`src/rtl/sun_pll_lockdet.sv`:
```
// PLL digital lock detector: measures REF/FB rising-edge phase error in CK cycles
// and qualifies LOCKED with separate lock/unlock tolerances and run lengths.
module sun_pll_lockdet #(
    parameter int ERR_W      = 8,
    parameter int TOL_LOCK   = 2,
    parameter int TOL_UNLOCK = 4,
    parameter int LOCK_CNT   = 4,
    parameter int UNLOCK_CNT = 2
) (
    input  logic             CK,
    input  logic             RST,
    input  logic             PWRUP_1V8,
    input  logic             CK_REF,
    input  logic             CK_FB,
    output logic             LOCKED,
    output logic [ERR_W-1:0] PHASE_ERR,
    output logic             PHASE_LEAD,
    output logic             ERR_VALID
);

    typedef enum logic [1:0] {
        IDLE,
        WAIT_FB,
        WAIT_REF
    } state_t;

    localparam logic [ERR_W-1:0] ERR_MAX      = '1;
    localparam logic [ERR_W-1:0] TOL_LOCK_V   = ERR_W'(TOL_LOCK);
    localparam logic [ERR_W-1:0] TOL_UNLOCK_V = ERR_W'(TOL_UNLOCK);
    localparam logic [3:0]       LOCK_CNT_V   = 4'(LOCK_CNT);
    localparam logic [3:0]       UNLOCK_CNT_V = 4'(UNLOCK_CNT);

    // [0],[1] synchronizer stages, [2] history flop for edge detection
    logic [2:0]       r_ref_sync;
    logic [2:0]       r_fb_sync;
    state_t           r_state;
    logic [ERR_W-1:0] r_cnt;
    logic [3:0]       r_good;
    logic [3:0]       r_bad;
    logic             r_locked;
    logic [ERR_W-1:0] r_phase_err;
    logic             r_phase_lead;
    logic             r_err_valid;

    logic             w_ref_p;
    logic             w_fb_p;
    logic [ERR_W-1:0] w_cnt_inc;
    state_t           w_state_nxt;
    logic [ERR_W-1:0] w_cnt_nxt;
    logic             w_res_vld;
    logic [ERR_W-1:0] w_res_err;
    logic             w_res_lead;
    logic [3:0]       w_good_nxt;
    logic [3:0]       w_bad_nxt;
    logic             w_locked_nxt;

    assign w_ref_p   = r_ref_sync[1] & ~r_ref_sync[2];
    assign w_fb_p    = r_fb_sync[1] & ~r_fb_sync[2];
    assign w_cnt_inc = (r_cnt == ERR_MAX) ? r_cnt : r_cnt + 1'b1;

    always_comb begin
        w_state_nxt = r_state;
        w_cnt_nxt   = r_cnt;
        w_res_vld   = 1'b0;
        w_res_err   = '0;
        w_res_lead  = 1'b0;
        case (r_state)
            IDLE: begin
                if (w_ref_p && w_fb_p) begin
                    w_res_vld = 1'b1;
                end else if (w_ref_p) begin
                    w_state_nxt = WAIT_FB;
                    w_cnt_nxt   = ERR_W'(1);
                end else if (w_fb_p) begin
                    w_state_nxt = WAIT_REF;
                    w_cnt_nxt   = ERR_W'(1);
                end
            end
            WAIT_FB: begin
                // a coincident REF edge both closes this measurement and opens the next
                if (w_fb_p) begin
                    w_res_vld   = 1'b1;
                    w_res_err   = r_cnt;
                    w_state_nxt = w_ref_p ? WAIT_FB : IDLE;
                    w_cnt_nxt   = w_ref_p ? ERR_W'(1) : '0;
                end else if (w_ref_p) begin
                    w_res_vld = 1'b1;
                    w_res_err = ERR_MAX;
                    w_cnt_nxt = ERR_W'(1);
                end else begin
                    w_cnt_nxt = w_cnt_inc;
                end
            end
            WAIT_REF: begin
                w_res_lead = 1'b1;
                if (w_ref_p) begin
                    w_res_vld   = 1'b1;
                    w_res_err   = r_cnt;
                    w_state_nxt = w_fb_p ? WAIT_REF : IDLE;
                    w_cnt_nxt   = w_fb_p ? ERR_W'(1) : '0;
                end else if (w_fb_p) begin
                    w_res_vld = 1'b1;
                    w_res_err = ERR_MAX;
                    w_cnt_nxt = ERR_W'(1);
                end else begin
                    w_cnt_nxt = w_cnt_inc;
                end
            end
            default: begin
                w_state_nxt = IDLE;
                w_cnt_nxt   = '0;
            end
        endcase
    end

    always_comb begin
        w_good_nxt   = r_good;
        w_bad_nxt    = r_bad;
        w_locked_nxt = r_locked;
        if (w_res_vld) begin
            if (!r_locked) begin
                if (w_res_err <= TOL_LOCK_V) begin
                    if (r_good + 4'd1 == LOCK_CNT_V) begin
                        w_locked_nxt = 1'b1;
                        w_good_nxt   = '0;
                    end else begin
                        w_good_nxt = r_good + 4'd1;
                    end
                end else begin
                    w_good_nxt = '0;
                end
            end else begin
                if (w_res_err > TOL_UNLOCK_V) begin
                    if (r_bad + 4'd1 == UNLOCK_CNT_V) begin
                        w_locked_nxt = 1'b0;
                        w_bad_nxt    = '0;
                    end else begin
                        w_bad_nxt = r_bad + 4'd1;
                    end
                end else begin
                    w_bad_nxt = '0;
                end
            end
        end
    end

    always_ff @(posedge CK or posedge RST) begin
        if (RST) begin
            r_ref_sync   <= '0;
            r_fb_sync    <= '0;
            r_state      <= IDLE;
            r_cnt        <= '0;
            r_good       <= '0;
            r_bad        <= '0;
            r_locked     <= 1'b0;
            r_phase_err  <= '0;
            r_phase_lead <= 1'b0;
            r_err_valid  <= 1'b0;
        end else if (!PWRUP_1V8) begin
            r_ref_sync   <= '0;
            r_fb_sync    <= '0;
            r_state      <= IDLE;
            r_cnt        <= '0;
            r_good       <= '0;
            r_bad        <= '0;
            r_locked     <= 1'b0;
            r_phase_err  <= '0;
            r_phase_lead <= 1'b0;
            r_err_valid  <= 1'b0;
        end else begin
            r_ref_sync  <= {r_ref_sync[1:0], CK_REF};
            r_fb_sync   <= {r_fb_sync[1:0], CK_FB};
            r_state     <= w_state_nxt;
            r_cnt       <= w_cnt_nxt;
            r_good      <= w_good_nxt;
            r_bad       <= w_bad_nxt;
            r_locked    <= w_locked_nxt;
            r_err_valid <= w_res_vld;
            if (w_res_vld) begin
                r_phase_err  <= w_res_err;
                r_phase_lead <= w_res_lead;
            end
        end
    end

    assign LOCKED     = r_locked;
    assign PHASE_ERR  = r_phase_err;
    assign PHASE_LEAD = r_phase_lead;
    assign ERR_VALID  = r_err_valid;

endmodule
```
`config.mk`:
```
export PLATFORM = sky130hd
export DESIGN_NAME = sun_pll_lockdet
export DESIGN_NICKNAME = d
export VERILOG_FILES = /design/src/rtl/sun_pll_lockdet.sv
export SDC_FILE = /design/constraint.sdc
export NUM_CORES = 1
export LEC_CHECK = 0
export ABC_CLOCK_PERIOD_IN_PS = 3650
export BUFFER_PORTS_ARGS = -buffer_cell sky130_fd_sc_hd__buf_2
export CAP_MARGIN = 25
export CORE_ASPECT_RATIO = 2
export CORE_MARGIN = 2
export CORE_UTILIZATION = 60
export CTS_CLUSTER_DIAMETER = 200
export DETAILED_ROUTE_END_ITERATION = 8
export HOLD_SLACK_MARGIN = 0.15
export PLACE_DENSITY = 0.91
export REMOVE_ABC_BUFFERS = 1
export SKIP_LAST_GASP = 1
export SLEW_MARGIN = 40
export SYNTH_ARGS = -nofsm -noshare
export SYNTH_HDL_FRONTEND = slang
export SYNTH_SLANG_ARGS = --single-unit
```
`constraint.sdc`:
```
create_clock -name CK -period 3.65 [get_ports CK]
set_input_delay 1.095 -clock CK [delete_from_list [all_inputs] [get_ports CK]]
set_output_delay 1.095 -clock CK [all_outputs]
set_load 0.02 [all_outputs]
```
-- Word level (Yosys, flattened, before mapping)
Cells that the tools add are included.
- register bits after elaboration: 35
- input port bits: 5
- logic and storage cells: 94
- add/sub/neg operators: 3
- $lt $le $gt $ge: 2
- equal/unequal tests: 12
- multiplexer cells: 57
- bitwise logic cells: 4
- reductions and logical operators: 6
- operators with widths (kind ; number):
    two-way mux 8 bit ; 15
    two-way mux 4 bit ; 10
    one-hot mux 8 bit (3 select lines) ; 1
    two-way mux 1 bit ; 19
    one-hot mux 8 bit (2 select lines) ; 1
    two-way mux 2 bit ; 7
    inequality test 3 bit, second input constant ; 3
    adder 4 x 1 -> 4 bit, second input constant ; 2
    adder 8 x 1 -> 8 bit, second input constant ; 1
    equality test 8 bit, second input constant ; 1
    greater-than comparator 8 x 3 -> 1 bit, second input constant ; 1
    <= comparator 8 x 2 -> 1 bit, second input constant ; 1
    two-way mux 3 bit ; 2
    one-hot mux 2 bit (3 select lines) ; 1
    AND reduction 2 bit ; 3
    equality test 4 x 2 -> 1 bit, second input constant ; 1
    equality test 4 x 3 -> 1 bit, second input constant ; 1
    inequality test 2 x 1 -> 1 bit, second input constant ; 2
    inequality test 4 bit, second input constant ; 1
    AND reduction 4 bit ; 1
    one-hot mux 1 bit (3 select lines) ; 1
    AND 1 bit ; 2
    equality test 2 x 1 -> 1 bit, second input constant ; 1
    equality test 2 bit, second input constant ; 1
    4 further kinds ; 5

-- Longest topological paths before layout
- depth after elaboration: 10
- depth in mapped cells: 8
- gate-level depth less buffers: 7

-- Least setup slack after synthesis
No wires, ideal clock.
- path type: input -> register
- start point: input PWRUP_1V8
- end point: register r_cnt[3]
- setup time: 0.078 ns
- data arrival time: 2.138 ns
- required time: 3.572 ns
- slack: 1.434 ns
- stages on the path: 5
- path buffers: 2
- cells stage by stage: clkbuf_1 > and3_4 > buf_6 > or4_1 > a21oi_1
- word-level cells in the longest chain between the ends: 2
- RTL lines (element ; RTL line ; source):
    start, declared ; 12 ; input logic PWRUP_1V8,
    inequality test 4 bit (no line) or inequality test 3 bit (tied branches) ; n/a ;
    AND reduction 2 bit (no line) ; n/a ;
    end signal, assigned ; 174 ; r_cnt <= w_cnt_nxt;
    end, declared ; 37 ; logic [ERR_W-1:0] r_cnt;
Several ways; a longest one is shown, not always the timed one.
A chain may end at the register's enable or synchronous reset.

-- Worst setup path in the final report
- start point: register r_state[0]
- end point: register r_bad[1]
- word-level cells in the longest chain between the ends: 7
- RTL lines (element ; RTL line ; source):
    start, declared ; 36 ; state_t r_state;
    start signal, assigned ; 173 ; r_state <= w_state_nxt;
    equality test 2 bit or equality test 2 x 1 -> 1 bit (tied branches) ; 67 ; case (r_state)
    one-hot mux 8 bit (2 select lines) ; 67 ;
    greater-than comparator 8 x 3 -> 1 bit ; 133 ; if (w_res_err > TOL_UNLOCK_V) begin
    two-way mux 4 bit ; 133 ;
    two-way mux 4 bit ; 121 ; if (!r_locked) begin
    two-way mux 4 bit ; 120 ; if (w_res_vld) begin
    two-way mux 4 bit ; 159 ; end else if (!PWRUP_1V8) begin
    end signal, assigned ; 176 ; r_bad <= w_bad_nxt;
    end, declared ; 39 ; logic [3:0] r_bad;
Several ways; a longest one is shown, not always the timed one. The select of a mux whose other input is x is not followed.

==> impl_metrics.yaml <==
outcome:
  status: "finished, final reports clean"
timing:
  skew_ns: 0.006324
  report.final.setup_viol: 0
  rsz0062_at_grt: "no"
  tightestPinTransition_ns: 0.5325
  hold_viol_final: 0
  period_needed_ns: 2.194
  fin_ws_ns: 1.456
  slew_headroom_pct: 64.34
  slew_viol_final: 0
  maxClockFrequency_ghz: 0.4557
  period_share_pct: 60.12
  fin_setup_tns_ns: 0
cells_and_area:
  fill_cells: 258
  areaGrowthSynthToFinish_pct: 7.538
  layout-drive-gt1-share_pct: 14.47
  num-nets-final: 241
  antennaDiodeCount: 0
die:
  std_cell_rows: 30
  io_pins: 16
  die_x_um: 45.42
  die_area_mm2: 0.003943
  die_height_um: 86.83
  placeableCoreArea_mm2: 0.003341
  initial_core_util_pct: 61.61
clock_network:
  cts_buffers: 5
  clock-sinks: 35
  cts.hold.buffers_added: 0
  insertion_delay_ns: 0.28
  clock_path_buffers: 2
  path_clk_slew_ns: 0.07
  cts.htree.levels: 2
  cts-resized-gates: 0
  post_cts_buffers: 0
  ctsRootBufferMaster: "clkbuf_8"
  cts_tree: "yes"
critical_path:
  required_ns: 3.88
  worst-setup-path-type: "reg -> reg"
  crit_path_end_kind: "flop"
  crit_fanout: 10
  worstPathArrival_ns: 2.42
  setup.worst_path.start_class: "flop"
grt:
  grt_use_total_pct: 27.84
  first_global_vias: 1790
  grt_max_degree: 36
  grt_overflow: 0
  antenna_found_initial: 0
  grt_pass1_wl_um: 8017
worst_hold_path:
  hp-class: "reg -> reg"
synthesis:
  synth_cells: 215
  synth_area_per_cell_um2: 9.573
  ys_seq_elements: 35
  synth_cell_type_count: 52
  synth_area_mm2: 0.002058
  yosysWarnings: 0
  seq_area_frac_synth_pct: 42.55
flow_run:
  drv_cap: 0
detailed_routing:
  via_per_inst: 6.773
  drc: 0
  wl_um: 4664
  wl_per_cell_um: 17.94
  drt_first_iter_violations: 59
  drtPass1Iterations: 4
  ant_nets: 0
  num_vias: 1761
place:
  hpwl_um: 3486
  port_buffers: 15
  place.gp.congestion: 0.8959
  pre_cts_slack_ns: 1.256
pwr:
  power_uw: 931.4
  vdd_drop_max_uv: 377.4
  p_per_area_mw_per_mm2: 420.8
  leakage_nw: 0.9686
## Yosys cell counts (all sizes together)
cell     number  area share, %
o22ai         2           0.61
inv           6            1.1
or2           2           0.61
xnor2         2            1.8
buf           6            2.4
a41oi         1           0.43
o21ai         7            1.7
a21oi        24            5.8
nor4b         1           0.43
nand4         1           0.30
nand2        15            2.7
or2b          2           0.73
o31ai         3            1.1
ha            9            5.5
a21o          2           0.73
a21boi        3            1.1
nor3          4           0.97
a22oi         2           0.73
mux2i         2           0.97
nand3         9            2.2
o2bb2ai       8            3.4
a32o          1           0.49
or4           3            1.1
a2bb2o        1           0.49
o211ai        2           0.73
o32ai         3            1.3
and4          2           0.85
a311oi        1           0.43
a221oi        1           0.43
and2          7            2.2
nand4b        1           0.43
and3          4            1.5
nand3b        5            1.8
a31oi         5            1.5
a22o          3            1.3
nand2b        4            1.2
nor2b         5            2.0
clkinv        1           0.18
o41ai         1           0.43
a31o          1           0.43
dfrtp        35             43
nor2         13            2.5
clkbuf        5           0.91
## state kept, by name, indices dropped and copies added (netlist names)
signal / flops
r_fb_sync: 3
PHASE_ERR: 8
r_bad: 4
PHASE_LEAD: 1
r_state: 2
r_cnt: 8
ERR_VALID: 1
r_ref_sync: 3
r_good: 4
LOCKED: 1
## per-layer routing
layer | track usage, % | up-vias | part of all wire (%)
met3 | 5.208 | 22 | 3.7
met4 | 17.11 | 0 | 4.4
met2 | 49.42 | 66 | 57
met5 | 0 | - | 0
met1 | 27.59 | 849 | 35
li1 | - | 824 | -
## critical path, stage by stage (launching register included)
cell	delay, ns
dfrtp_1	0.41
inv_1	0.09
ha_1	0.27
or2_2	0.25
o211ai_1	0.13
a31oi_1	0.44
a21boi_0	0.34
a2bb2o_1	0.19
## where the power goes
group	switching, mW	internal [mW]	total (mW)
sequential	0.0261	0.406	0.432
clock	0.130	0.172	0.302
combinational	0.125	0.0717	0.197
## area by class of cell
| type | instances | area, um^2 | area share [%] |
|---|---|---|---|
| clock buffer | 8 | 100.1 | 4.522 |
| inverter | 7 | 26.28 | 1.187 |
| multi-input combinational | 162 | 1089 | 49.18 |
| sequential | 35 | 875.8 | 39.57 |
| tap | 32 | 40.04 | 1.809 |
| timing repair buffer | 16 | 82.58 | 3.731 |
## placed cells by master (no fill, tap or decap), types with 4 or more instances in the layout
cell type	netlist	layout
nand2b_1	4	4
and2_1	6	6
buf_2	3	15
dfrtp_1	35	35
a31oi_1	5	5
ha_1	9	9
a21oi_1	24	24
nor2_1	12	12
nand2_1	15	15
nand3b_1	5	5
clkbuf_8	0	7
inv_1	6	6
nor3_1	4	4
o21ai_0	7	7
o2bb2ai_1	8	8
nand3_1	9	9
## logic make-up after synthesis
family / after synthesis / share of synthesized area [%]
multiplexers: 2 / 0.9727
AO/OA/AOI/OAI: 71 / 23.10
AND/OR/NAND/NOR: 78 / 21.58
XOR/XNOR: 2 / 1.763
flip-flops: 35 / 42.55
adder cells (fa/ha/maj): 9 / 5.471
buffers and inverters: 18 / 4.559
## stage by stage
stage / utilization (%) / area (um^2) / std cells / hold slack, ns
after CTS: 66.25 / 2213 / 260 / 0.4710
after global placement: 63.26 / 2113 / 252 / 0.4397
after detailed placement: 63.26 / 2113 / 252 / 0.4541
after global routing: 66.25 / 2213 / 260 / 0.4839
final: 66.25 / 2213 / 260 / 0.4650
after floorplan: - / 1991 / 204 / 0.4336
## final timing paths
kind	from	to	slack, ns	depth (start not counted)
max reg2reg	r_state[0]	r_bad[1]	1.46	7
max	r_state[0]	r_bad[1]	1.46	7
max in group asynchronous	RST	r_good[3]	2.41	3
min in group asynchronous	RST	PHASE_ERR[6]	0.91	3
min	r_fb_sync[0]	r_fb_sync[1]	0.46	1
min reg2reg	r_fb_sync[0]	r_fb_sync[1]	0.46	1
Note: power is estimated with default switching activity, not from simulation.
